**src/rtl/shift_register_param.sv**
```systemverilog
// ---------------------------------------------------------------------------
// shift_register_param
//
// Parametrised bidirectional shift register with parallel load, single-step
// shifts and counter-driven multi-step shifts of up to WIDTH places.
//
// Optional build macro: SHREG_ARITH_EN
//   defined   : mode 10 is arithmetic (right replicates MSB, left fills 0)
//   undefined : mode 10 behaves as mode 00 (serial-in); no sign logic built
//
// Ports
//   Clk        in   1      clock, rising edge
//   reset_n    in   1      asynchronous active-low reset
//   load       in   1      parallel load D (also aborts a running batch)
//   D          in   WIDTH  parallel load data
//   shift_en   in   1      single shift this cycle (IDLE only)
//   dir        in   1      0 = right (toward bit 0), 1 = left (toward MSB)
//   mode       in   2      00 serial-in, 01 rotate, 10 arithmetic, 11 zero-fill
//   shift_in   in   1      serial input bit (mode 00, sampled live)
//   start      in   1      begin a multi-step shift of 'amount' places
//   amount     in   CNT_W  shift count, saturated at WIDTH
//   busy       out  1      multi-step shift in progress
//   done       out  1      one-cycle pulse when a batch completes
//   shift_out  out  1      bit about to leave the register
//   Data_Out   out  WIDTH  register contents
//   state_dbg  out  1      current FSM state (0 = IDLE, 1 = RUN)
//
// Handshake: start is accepted only in IDLE on a rising edge (busy low);
// busy is high for exactly N cycles while shifts happen; done pulses for one
// cycle after the final shift (or the cycle after a start with N=0). start
// and shift_en are ignored while busy; busy and done are never both high.
// ---------------------------------------------------------------------------
module shift_register_param #(
    parameter int WIDTH = 8,
    parameter int CNT_W = $clog2(WIDTH + 1)
) (
    input  logic             Clk,
    input  logic             reset_n,
    input  logic             load,
    input  logic [WIDTH-1:0] D,
    input  logic             shift_en,
    input  logic             dir,
    input  logic [1:0]       mode,
    input  logic             shift_in,
    input  logic             start,
    input  logic [CNT_W-1:0] amount,
    output logic             busy,
    output logic             done,
    output logic             shift_out,
    output logic [WIDTH-1:0] Data_Out,
    output logic             state_dbg
);

    typedef enum logic {IDLE = 1'b0, RUN = 1'b1} state_t;

    localparam logic [CNT_W-1:0] WIDTH_C = CNT_W'(WIDTH);

    state_t           state;
    logic [CNT_W-1:0] cnt;
    logic             dir_l;
    logic [1:0]       mode_l;
    logic [CNT_W-1:0] n_eff;

    // Requests larger than the register collapse to a full-width batch.
    assign n_eff = (amount > WIDTH_C) ? WIDTH_C : amount;

    // One-place shift of v in direction d using fill rule m.
    function automatic logic [WIDTH-1:0] shift_one(
        input logic [WIDTH-1:0] v,
        input logic             d,
        input logic [1:0]       m,
        input logic             sin
    );
        logic fill;
        logic out_bit;
        out_bit = d ? v[WIDTH-1] : v[0];
        case (m)
            2'b00: fill = sin;
            2'b01: fill = out_bit;
`ifdef SHREG_ARITH_EN
            2'b10: fill = d ? 1'b0 : v[WIDTH-1];
`else
            2'b10: fill = sin;
`endif
            default: fill = 1'b0;
        endcase
        return d ? {v[WIDTH-2:0], fill} : {fill, v[WIDTH-1:1]};
    endfunction

    always_ff @(posedge Clk or negedge reset_n) begin
        if (!reset_n) begin
            state    <= IDLE;
            Data_Out <= '0;
            busy     <= 1'b0;
            done     <= 1'b0;
            cnt      <= '0;
            dir_l    <= 1'b0;
            mode_l   <= 2'b00;
        end else begin
            done <= 1'b0;
            case (state)
                IDLE: begin
                    if (load) begin
                        Data_Out <= D;
                    end else if (start) begin
                        // Accepting edge only latches the batch; no shift yet.
                        dir_l  <= dir;
                        mode_l <= mode;
                        if (n_eff == '0) begin
                            done <= 1'b1;
                        end else begin
                            cnt   <= n_eff;
                            busy  <= 1'b1;
                            state <= RUN;
                        end
                    end else if (shift_en) begin
                        Data_Out <= shift_one(Data_Out, dir, mode, shift_in);
                    end
                end
                RUN: begin
                    if (load) begin
                        // Abort: take the new data, no completion pulse.
                        Data_Out <= D;
                        cnt      <= '0;
                        busy     <= 1'b0;
                        state    <= IDLE;
                    end else begin
                        Data_Out <= shift_one(Data_Out, dir_l, mode_l, shift_in);
                        cnt      <= cnt - 1'b1;
                        if (cnt == CNT_W'(1)) begin
                            busy  <= 1'b0;
                            done  <= 1'b1;
                            state <= IDLE;
                        end
                    end
                end
                default: state <= IDLE;
            endcase
        end
    end

    // Live dir in IDLE, latched dir while a batch runs.
    assign shift_out = ((state == RUN) ? dir_l : dir) ? Data_Out[WIDTH-1] : Data_Out[0];
    assign state_dbg = state;

endmodule

```
**config.mk**
```make
export PLATFORM = sky130hd
export DESIGN_NAME = shift_register_param
export DESIGN_NICKNAME = d
export VERILOG_FILES = /design/src/rtl/shift_register_param.sv
export SDC_FILE = /design/constraint.sdc
export NUM_CORES = 1
export LEC_CHECK = 0
export BUFFER_PORTS_ARGS = -buffer_cell sky130_fd_sc_hd__buf_4
export CELL_PAD_IN_SITES_DETAIL_PLACEMENT = 1
export CELL_PAD_IN_SITES_GLOBAL_PLACEMENT = 2
export CORE_MARGIN = 4
export CORE_UTILIZATION = 24
export DETAILED_ROUTE_END_ITERATION = 10
export GPL_TIMING_DRIVEN = 0
export PLACE_DENSITY_LB_ADDON = 0.2
export SYNTH_ARGS = -nofsm -noshare
export SYNTH_HDL_FRONTEND = slang
export SYNTH_SLANG_ARGS = --single-unit
```
**constraint.sdc**
```tcl
create_clock -name Clk -period 1.7 [get_ports Clk]
set_input_delay 0.17 -clock Clk [delete_from_list [all_inputs] [get_ports Clk]]
set_output_delay 0.17 -clock Clk [all_outputs]
set_load 0.03 [all_outputs]
```
Yosys cells after proc, flatten, opt, wreduce, memory -nomap -nowiden
Index checks and enable logic that the tools add are counted.
- register bits: 18
- latch bits: 0
- bits in writable memories: 0
- bits in read-only memories: 0
- input port bits: 21
- output and inout bits: 12
- logic and storage cells: 68
- memories kept: 0
- add/sub/neg operators: 1
- multiply operators: 0
- div/mod/pow operators: 0
- magnitude comparators: 1
- equal/unequal tests: 11
- shift operators: 0
- muxes and demuxes: 37
- bitwise operators: 2
- reductions and logical operators: 9
- operator list (kind ; number):
    $mux 8 ; 6
    $mux 4 ; 5
    $mux 1 ; 19
    $pmux 8 s2 ; 1
    $pmux 1 s2 ; 5
    $pmux 4 s2 ; 1
    $ne 2x2->1 const B ; 3
    $ne 3x3->1 const B ; 2
    $reduce_and 3->1 ; 2
    $eq 2x1->1 const B ; 2
    $eq 2x2->1 const B ; 2
    $eq 4x1->1 const B ; 1
    $gt 4x4->1 const B ; 1
    $logic_not 2->1 ; 2
    $logic_not 4->1 ; 1
    $reduce_and 4->1 ; 1
    $reduce_or 2->1 ; 2
    $sub 4x1->4 const B ; 1
    $ne 3x2->1 const B ; 1
    $not 1->1 ; 2
    $reduce_and 2->1 ; 1

Depth between registers and ports, before layout
- word-level depth: 8
- gate-level depth with buffers: 5
- mapped depth without buffers: 5

Worst setup path before layout
No wires, ideal clock.
- path type: register to register
- from: register state, in the netlist state_dbg
- to: register Data_Out[1]
- setup time: 0.127 ns
- arrival: 1.511 ns
- required time: 1.573 ns
- slack: 0.062 ns
- cell stages (with the launch flop): 6
- path through: dfrtp_1 > buf_6 > mux2i_4 > mux2_2 > mux2i_1 > o21ai_1
- longest elaborated chain between the ends: 3
- elaborated cells between the ends (all ways): 5
- classes of those cells: eq/ne (2); mux (1); bitwise (1); reduce/logical (1)
- ends and longest elaborated chain (item ; RTL line ; source):
    start, declared ; 58 ; state_t state;
    start signal, assigned ; 92 ; state <= IDLE;
    start signal, assigned ; 114 ; state <= RUN;
    start signal, assigned ; 126 ; state <= IDLE;
    $not 1->1 (no line) ; n/a ;
    $ne 3x3->1 (no line) ; n/a ;
    $reduce_and 2->1 (no line) ; n/a ;
    end signal, assigned ; 117 ; Data_Out <= shift_one(Data_Out, dir, mode, shift_in);
    end signal, assigned ; 128 ; Data_Out <= shift_one(Data_Out, dir_l, mode_l, shift_in);
    end, declared ; 50 ; output logic [WIDTH-1:0] Data_Out,
Parallel ways exist; a longest one is shown, timed or not.
A chain may end at the register's enable or synchronous reset.

Worst setup path in the final report
- from: register state, in the netlist state_dbg
- to: output shift_out
- longest elaborated chain between the ends: 2
- ends and longest elaborated chain (item ; RTL line ; source):
    $mux 1 (2 in a row) ; 143 ; assign shift_out = ((state == RUN) ? dir_l : dir) ? Data_Out[WIDTH-1] : Data_Out[0];
    end, declared ; 49 ; output logic shift_out,
Every way passes these cells.

==> impl_metrics.ini <==
[final_layout]
finalNonFillerCells = 210
seqCellArea_um2 = 450
fillers = 535
layout_commonest_cell = buf_4
final_cell_mix = buf_4 (35), dfrtp_1 (18), nand2_1 (13)
multi_input_comb_area_um2 = 651
nNetsFinal = 183
n_antenna_cell = 0
area_growth_pct = 33.8
drive_above_1_share_pct = 35.4

[timing]
worst_pin_slew_ns = 0.369
rsz0062_at_grt = no
slew_violations = 0
max-slew-margin-rel_pct = 75.4
clock_skew_ns = 0.00130
finalSetupTns_ns = 0
fmax_mhz = 615
setup_viol = 0
setup_slack_ns = 0.0751
post-route-period-util_pct = 95.6
post-route-min-period_ns = 1.62
finalHoldViolations = 0

[job]
drv_cap = 0

[power]
p_total_w = 0.00162
p_sw_share_pct = 38.5
seqPwrFrac_pct = 38.8
p_clk_share_pct = 19.6
powerDensity_nw_per_um2 = 1050
internal_power_w = 0.000993
p_leak_nw = 0.702
switching_power_w = 0.000623
vdd_drop_max_mv = 0.512
p_comb_share_pct = 41.6

[setup_path]
endpoint_kind = output port
path_common_cell = buf_6
critPathKind = reg -> out
crit_fanout = 2
worst-path-buf-inv = 2
cp.required_ns = 1.53
cp_top_family = multiplexers
cp-start-kind = flip-flop
cp_slowest_cell = dfrtp_1
arrival_ns = 1.45
path_cells = buf_6, mux2i_4, mux2_4, buf_6
slowest_delay_ns = 0.37

[synth]
syn_nets = 142
synth_area_per_cell_um2 = 9.68
yosysWarnings = 0
synth_seq_cells = 18
ys_types = 33
seq_area_frac_synth_pct = 39.1
synth-main-ff-cell = dfrtp_1
syn_area_um2 = 1150
async_flop_share_pct = 100
syn_inst = 119
synth_edf_count = 0

[detailed_routing]
viasPerCell = 5.11
wl_um = 3490
drtPass1Iterations = 4
antenna_left = 0
drc_errors = 0
drt-initial-drc-count = 29
wl_per_cell_um = 16.6
vias = 1074

[global_routing]
antenna_found_initial = 0
grt_pass1_vias = 1143
grt_pass1_wl_um = 5990
grt_max_degree = 19
gr-total-overflow = 0
grt_usage_pct = 12.6

[placed_design]
portBuffers = 32
hpwlAfterDp_um = 2640
dp.cells = 203
dp_slack_ns = 0.0661
gp_congestion = 0.724

[floorplan]
die_width_um = 77.3
core_area_um2 = 4500
die_y_um = 77.3
dieArea_um2 = 5970
rows = 24
ios = 33
start_util_pct = 25.6

[clocking]
insertion_delay_ns = 0.26
clkSinkCount = 18
clockRootBuffer = clkbuf_8
path_clk_slew_ns = 0.08
numCtsBuffers = 3
cts_tree = yes
ctsLongestPathBuffers = 2
htree_levels = 1

[run_status]
status = finished, final reports clean

[worst_hold_path]
min_path_type = in -> reg
==> routing by layer <==
layer  GRT usage, %  vias to the layer above  wire [um]
li1               -                      508          -
met5              0                        -          0
met4           5.16                        0         55
met2           18.7                       27       1620
met3           2.22                        7        136
met1           17.7                      532       1680
==> per-stage QoR <==
step,util [%],instance area [um^2],hold slack (ns)
after floorplan,-,1150,-0.126
after global placement,32.4,1460,0.0658
after detailed placement,32.4,1460,0.0718
after CTS,34.0,1530,0.180
after global routing,34.2,1540,0.187
final,34.2,1540,0.181
==> flip-flops by register name, summed over array words and instances (netlist names) <==
name and count:
Data_Out 8, cnt 4, mode_l 2, busy 1
dir_l 1, done 1, state_dbg 1
==> synthesized netlist by cell type (2+ instances only) <==
cell type / n / share of area, %
o22ai_1: 4 / 2.2
a21oi_1: 6 / 2.6
nand2_1: 13 / 4.2
o21ai_0: 5 / 2.2
nor2_1: 10 / 3.3
inv_1: 6 / 2.0
nor4bb_1: 3 / 2.6
mux2i_1: 7 / 6.1
dfrtp_1: 18 / 39
nand2b_1: 2 / 1.1
nand3b_1: 3 / 2.0
buf_2: 2 / 0.87
ha_1: 2 / 2.2
a31oi_1: 3 / 1.6
buf_6: 2 / 2.0
a311oi_1: 3 / 2.3
o21ai_1: 4 / 1.7
xnor2_1: 2 / 1.5
nor2b_1: 3 / 1.6
mux2_2: 8 / 7.8
==> final timing paths <==
| check | start | slack, ns | cells past startpoint | end |
|---|---|---|---|---|
| setup / recovery | state_dbg | 0.08 | 4 | shift_out |
| hold / removal | mode[0] | 0.18 | 2 | mode_l[0] |
| min in group asynchronous | reset_n | 0.33 | 2 | cnt[2] |
| setup reg to reg | state_dbg | 0.13 | 6 | Data_Out[3] |
| hold reg to reg | mode_l[1] | 0.51 | 2 | mode_l[1] |
| max in group asynchronous | reset_n | 1.16 | 2 | Data_Out[1] |
==> power groups by stage <==
stage               combinational (W)  sequential (W)  clock, W
floorplan                    0.000335        0.000702         0
global placement             0.000639        0.000629         0
detailed placement           0.000654        0.000635         0
CTS                          0.000671        0.000626  0.000329
global route                 0.000740        0.000646  0.000335
finish                       0.000672        0.000627  0.000317
==> kinds of logic (layout without fill, tap and decap cells) <==
kind of cell / count (synthesis) / count (layout) / synth area share, %
xor+xnor: 2 / 2 / 1.52
flops: 18 / 18 / 39.1
compound gates: 31 / 31 / 16.9
buf+inv: 10 / 49 / 4.78
mux: 16 / 16 / 15.9
fa+ha+maj: 2 / 2 / 2.17
simple gates: 40 / 40 / 19.7
==> cell type report <==
type	count	share of cell area (%)
repair buffers	36	17.9
clock buffers	3	2.68
inverters	6	1.46
well taps	52	4.22
multi-input cells	91	42.2
flip-flops and latches	18	29.2
plain buffers	4	2.27
==> what timing repair did <==
item,CTS,global route
gates resized for setup,0,4
setup endpoints to repair,1,1
buffers inserted,3,0
hold endpoints to repair,18,0
hold buffers,1,0
(Power assumes the default switching activity.)
